`src/rtl/regfile_wb_arbiter.sv`:
```
// Two-port writeback arbiter for the single register-file write port.
// Optional WB_ARB_ROUND_ROBIN_EN: same-edge ties alternate instead of favouring the load port.
module regfile_wb_arbiter #(
  parameter int WIDTH = 32,
  parameter int AW    = 5
) (
  input  logic              clk,
  input  logic              reset,
  input  logic              p0_valid,
  input  logic [AW-1:0]     p0_rd,
  input  logic [WIDTH-1:0]  p0_data,
  output logic              p0_ready,
  input  logic              p1_valid,
  input  logic [AW-1:0]     p1_rd,
  input  logic [WIDTH-1:0]  p1_data,
  output logic              p1_ready,
  output logic              write_en,
  output logic [AW-1:0]     rd,
  output logic [WIDTH-1:0]  data,
  output logic [2**AW-1:0]  pending
);

  logic             full0, full1;
  logic [AW-1:0]    brd0, brd1;
  logic [WIDTH-1:0] bdat0, bdat1;
  logic             age_set, age_old;
  logic             grant0, grant1;
  logic             acc0, acc1, load0, load1;
  logic             keep0, keep1;

`ifdef WB_ARB_ROUND_ROBIN_EN
  logic rr_ptr;
  logic tie;
  assign tie = full0 && full1 && !age_set && !reset;
`endif

  // Grant selection: oldest full buffer, tie policy when loaded together
  always_comb begin
    grant0 = 1'b0;
    grant1 = 1'b0;
    if (!reset) begin
      if (full0 && full1) begin
        if (age_set) begin
          grant0 = !age_old;
          grant1 = age_old;
        end else begin
`ifdef WB_ARB_ROUND_ROBIN_EN
          grant0 = !rr_ptr;
          grant1 = rr_ptr;
`else
          grant1 = 1'b1;
`endif
        end
      end else begin
        grant0 = full0;
        grant1 = full1;
      end
    end
  end

  assign p0_ready = !full0 || grant0;
  assign p1_ready = !full1 || grant1;

  assign acc0  = p0_valid && p0_ready && !reset;
  assign acc1  = p1_valid && p1_ready && !reset;
  assign load0 = acc0 && (p0_rd != '0);
  assign load1 = acc1 && (p1_rd != '0);
  assign keep0 = full0 && !grant0;
  assign keep1 = full1 && !grant1;

  assign write_en = grant0 || grant1;
  assign rd   = grant0 ? brd0  : (grant1 ? brd1  : '0);
  assign data = grant0 ? bdat0 : (grant1 ? bdat1 : '0);

  // Outstanding destinations; x0 never shows as pending
  always_comb begin
    pending = '0;
    if (full0) pending[brd0] = 1'b1;
    if (full1) pending[brd1] = 1'b1;
    pending[0] = 1'b0;
  end

  // Holding buffers: load on accept, clear when drained
  always_ff @(posedge clk) begin
    if (reset) begin
      full0 <= 1'b0;
      full1 <= 1'b0;
      brd0  <= '0;
      brd1  <= '0;
      bdat0 <= '0;
      bdat1 <= '0;
    end else begin
      if (load0) begin
        full0 <= 1'b1;
        brd0  <= p0_rd;
        bdat0 <= p0_data;
      end else if (grant0) begin
        full0 <= 1'b0;
      end
      if (load1) begin
        full1 <= 1'b1;
        brd1  <= p1_rd;
        bdat1 <= p1_data;
      end else if (grant1) begin
        full1 <= 1'b0;
      end
    end
  end

  // Age tracking: the buffer still full when the other loads is older
  always_ff @(posedge clk) begin
    if (reset) begin
      age_set <= 1'b0;
      age_old <= 1'b0;
    end else if (load0 && load1) begin
      age_set <= 1'b0;
    end else if (load0 && keep1) begin
      age_set <= 1'b1;
      age_old <= 1'b1;
    end else if (load1 && keep0) begin
      age_set <= 1'b1;
      age_old <= 1'b0;
    end
  end

`ifdef WB_ARB_ROUND_ROBIN_EN
  // Tie pointer flips to the other port after each tie grant
  always_ff @(posedge clk) begin
    if (reset) begin
      rr_ptr <= 1'b0;
    end else if (tie) begin
      rr_ptr <= !rr_ptr;
    end
  end
`endif

endmodule

```
`config.mk`:
```
export PLATFORM = sky130hd
export DESIGN_NAME = regfile_wb_arbiter
export DESIGN_NICKNAME = d
export VERILOG_FILES = /design/src/rtl/regfile_wb_arbiter.sv
export SDC_FILE = /design/constraint.sdc
export NUM_CORES = 1
export LEC_CHECK = 0
export ABC_AREA = 1
export ABC_CLOCK_PERIOD_IN_PS = 1400
export BUFFER_PORTS_ARGS = -buffer_cell sky130_fd_sc_hd__buf_2
export CORE_MARGIN = 3
export CORE_UTILIZATION = 35
export CTS_CLUSTER_DIAMETER = 150
export DETAILED_ROUTE_END_ITERATION = 16
export PLACE_DENSITY = 0.66
export RECOVER_POWER = 100
export SYNTH_ARGS = -nofsm -noshare
export SYNTH_HDL_FRONTEND = slang
export SYNTH_SLANG_ARGS = --single-unit
```
`constraint.sdc`:
```
create_clock -name clk -period 1.4 [get_ports clk]
set_clock_uncertainty 0.05 [all_clocks]
set_input_delay 0.07 -clock clk [delete_from_list [all_inputs] [get_ports clk]]
set_output_delay 0.07 -clock clk [all_outputs]
set_load 0.02 [all_outputs]
```
==> impl_metrics.py <==
metrics = {
    "route": {
        "routedWlPerCell_um": 16.7,
        "vias": 5154,
        "drtIter0Drc": 382,
        "routed_via_density": 5.13,
        "drt_first_pass_iters": 5,
        "drt_wl_total_um": 16800,
        "drtAntennaViolNets": 0,
        "drc": 0,
    },
    "timing": {
        "finalHoldViolations": 0,
        "maxSlewHeadroom": 0.620,
        "rsz0062_at_grt": "true",
        "fmax_ghz": 0.594,
        "setup_viol": 145,
        "fin_ws_ns": -0.284,
        "fin_crit_sh": 1.20,
        "final_max_slew_viol_count": 0,
        "finalSetupTns_ns": -24.26,
        "post-route-min-period_ns": 1.68,
        "tightest_slew_ns": 0.570,
    },
    "die": {
        "fp.dieH_um": 112,
        "die_area_um2": 12500,
        "num_rows": 38,
        "start_util": 0.361,
        "coreArea_um2": 10900,
        "dieWidth_um": 112,
        "ioPinCount": 150,
    },
    "clock_network": {
        "clk_path_buf_depth": 2,
        "cts_sinks": 78,
        "root_buffer": "clkbuf_8",
        "insertion_delay_ns": 0.35,
        "cts_made_buffers": 9,
        "cts_tree": "done",
        "path_clk_slew_ns": 0.08,
        "htree_levels": 3,
    },
    "yosys": {
        "synth.avg_cell_area_um2": 6.67,
        "seq_area_frac_synth": 0.397,
        "ys_types": 21,
        "ys_ff_latch": 78,
        "syn_nets": 667,
        "syn-instance-count": 589,
        "syn_area_um2": 3930,
        "ys_warn_count": 0,
    },
    "critical_path": {
        "r2r-end": "bdat1[8]",
        "r2r_start": "age_old",
        "r2r_slack_ns": -0.28,
        "worstSetupPathType": "register to output port",
        "cp_max_fo": 13,
        "rr_worst_depth": 11,
        "critical_path_arrival_ns": 1.56,
        "required_ns": 1.28,
        "critical_path.endpoint": "data[14]",
        "setup.worst_path.end_class": "output port",
        "worstSetupStartpoint": "full0",
        "critPathLaunchType": "register",
    },
    "status": {
        "outcome": "finished, violations left",
        "violations": "negative setup slack",
    },
    "job": {
        "drv_cap": 0,
    },
    "placed_design": {
        "preCtsSetupSlack_ns": -0.0904,
        "gp_congestion": 0.905,
        "place_hpwl_um": 9090,
        "dp_cells": 877,
        "port_buffers": 148,
    },
    "final_layout": {
        "finalNonFillerCells": 1004,
        "fill_cells": 757,
        "ff_latch_area_um2": 1590,
        "drive_above_1_share": 0.469,
        "fin_nets": 936,
        "area_growth_pct": 96.5,
        "multi_input_area_um2": 2610,
    },
    "power_and_ir_drop": {
        "p_int_w": 0.00433,
        "combinationalPowerShare": 0.336,
        "p_total_w": 0.00644,
        "clockPowerShare": 0.270,
        "ir_worst_vdd_uv": 622,
        "seq_power_share": 0.394,
        "p_leak_nw": 3.49,
        "p_sw_frac": 0.328,
        "p_sw_w": 0.00211,
        "pwr_density_cell_nw_per_um2": 835,
    },
    "grt": {
        "grtUsageMet2": 0.421,
        "overflow": 0,
        "antenna_found_initial": 1,
        "grt_pass1_wl_um": 23600,
        "globalRouteMet3Util": 0.0440,
        "grt_max_degree": 40,
        "grt_use_met1": 0.263,
        "grt_usage": 0.230,
        "grt_pass1_vias": 4890,
        "grt.busiest_layer": "met2",
    },
    "min_path": {
        "hp-class": "primary input to register",
        "min_path_cells": 3,
    },
}
logic make-up after synthesis:
kind of cell	synth area share
AOI/OAI and AO/OA	0.241
buffers and inverters	0.159
DFF	0.397
other	0.000954
and+or+nand+nor	0.202
metal layers:
metal | vias to the layer above | share of wire
li1 | 2447 | -
met3 | 51 | 0.066
met4 | 0 | 0.033
met5 | - | 0
met2 | 247 | 0.53
met1 | 2409 | 0.37
synth_stat cells, drive strengths merged:
cell	count	area share
o22ai	16	0.025
o21ai	139	0.18
conb	1	0.00095
inv	113	0.11
nand2	106	0.11
nor2	19	0.022
a21oi	30	0.038
buf	23	0.042
dfxtp	78	0.40
clkbuf	10	0.0096
nand3	41	0.055
nor3	13	0.017
cells in the final DEF (no fill, tap or decap), types with 2 or more instances in the layout:
cell type	netlist	final
dfxtp_4	0	6
o21ai_2	0	78
buf_4	6	43
buf_12	0	12
o22ai_4	0	9
o21ai_0	106	19
nor3_2	0	7
nand3_1	39	22
dfxtp_1	78	69
o22ai_2	0	7
inv_2	1	7
nand3_2	2	11
clkinv_2	0	3
dlygate4sd3_1	0	74
clkbuf_8	0	11
inv_1	112	100
nand2_2	2	13
o21ai_1	33	38
buf_8	0	2
nand3_4	0	9
dfxtp_2	0	3
nand2_8	0	5
nand2_1	101	87
clkbuf_16	0	4
o21ai_4	0	4
nand2_4	3	2
buf_2	8	91
inv_4	0	4
nor3_4	0	5
buf_16	0	6
buf_6	6	57
a21oi_1	30	29
nor2_1	17	17
nor2_4	2	2
state kept, by name (all words and copies together) (netlist names):
name	count
full1	1
full0	1
brd0	5
age_old	1
bdat0	32
bdat1	32
brd1	5
age_set	1
what timing repair did:
| item | in CTS | in global routing |
|---|---|---|
| setup endpoints to repair | 145 | 147 |
| hold endpoints to repair | 74 | 0 |
| pin swaps | 9 | 16 |
| gates cloned | 8 | 6 |
| gates resized for setup | 204 | 234 |
| hold buffers | 74 | 0 |
| buffers inserted | 7 | 18 |
critical path: stages, from the launching register on:
cell and delay [ns]:
dfxtp_4 0.40, inv_6 0.06, nor2_4 0.15, buf_6 0.18, nand3_1 0.09, o21ai_1 0.13, buf_4 0.19
power groups by stage:
stage                     Clock [W]  Combinational [W]  Sequential (W)
final                       0.00174            0.00216         0.00254
after CTS                   0.00176            0.00168         0.00252
after global routing        0.00188            0.00231         0.00256
after global placement            0            0.00110         0.00255
after detailed placement          0            0.00114         0.00256
after floorplan                   0           0.000741         0.00253
through the flow:
stage               instance area [um^2]  hold slack (ns)   util
floorplan                           3950            0.133      -
global placement                    4960            0.219  0.456
detailed placement                  4960            0.224  0.456
CTS                                 6770           0.0347  0.622
global route                        7720           0.0621  0.709
finish                              7720           0.0651  0.709
area by class of cell:
class,instances,share of cell area
multi-input cells,367,0.338
flip-flops and latches,78,0.206
well taps,140,0.0227
clock inverters,4,0.00584
clock buffers,12,0.0201
diodes,1,0.000324
repair buffers,289,0.349
inverters,113,0.0579
worst min path at each step:
stage / startpoint / endpoint / slack [ns]
floorplan: p1_data[0] / bdat1[0] / 0.13
global placement: p1_data[26] / bdat1[26] / 0.22
detailed placement: p1_data[1] / bdat1[1] / 0.22
CTS: reset / full1 / 0.03
global route: reset / full1 / 0.06
finish: p0_valid / full0 / 0.07
Power figures use the tool's default switching activity.
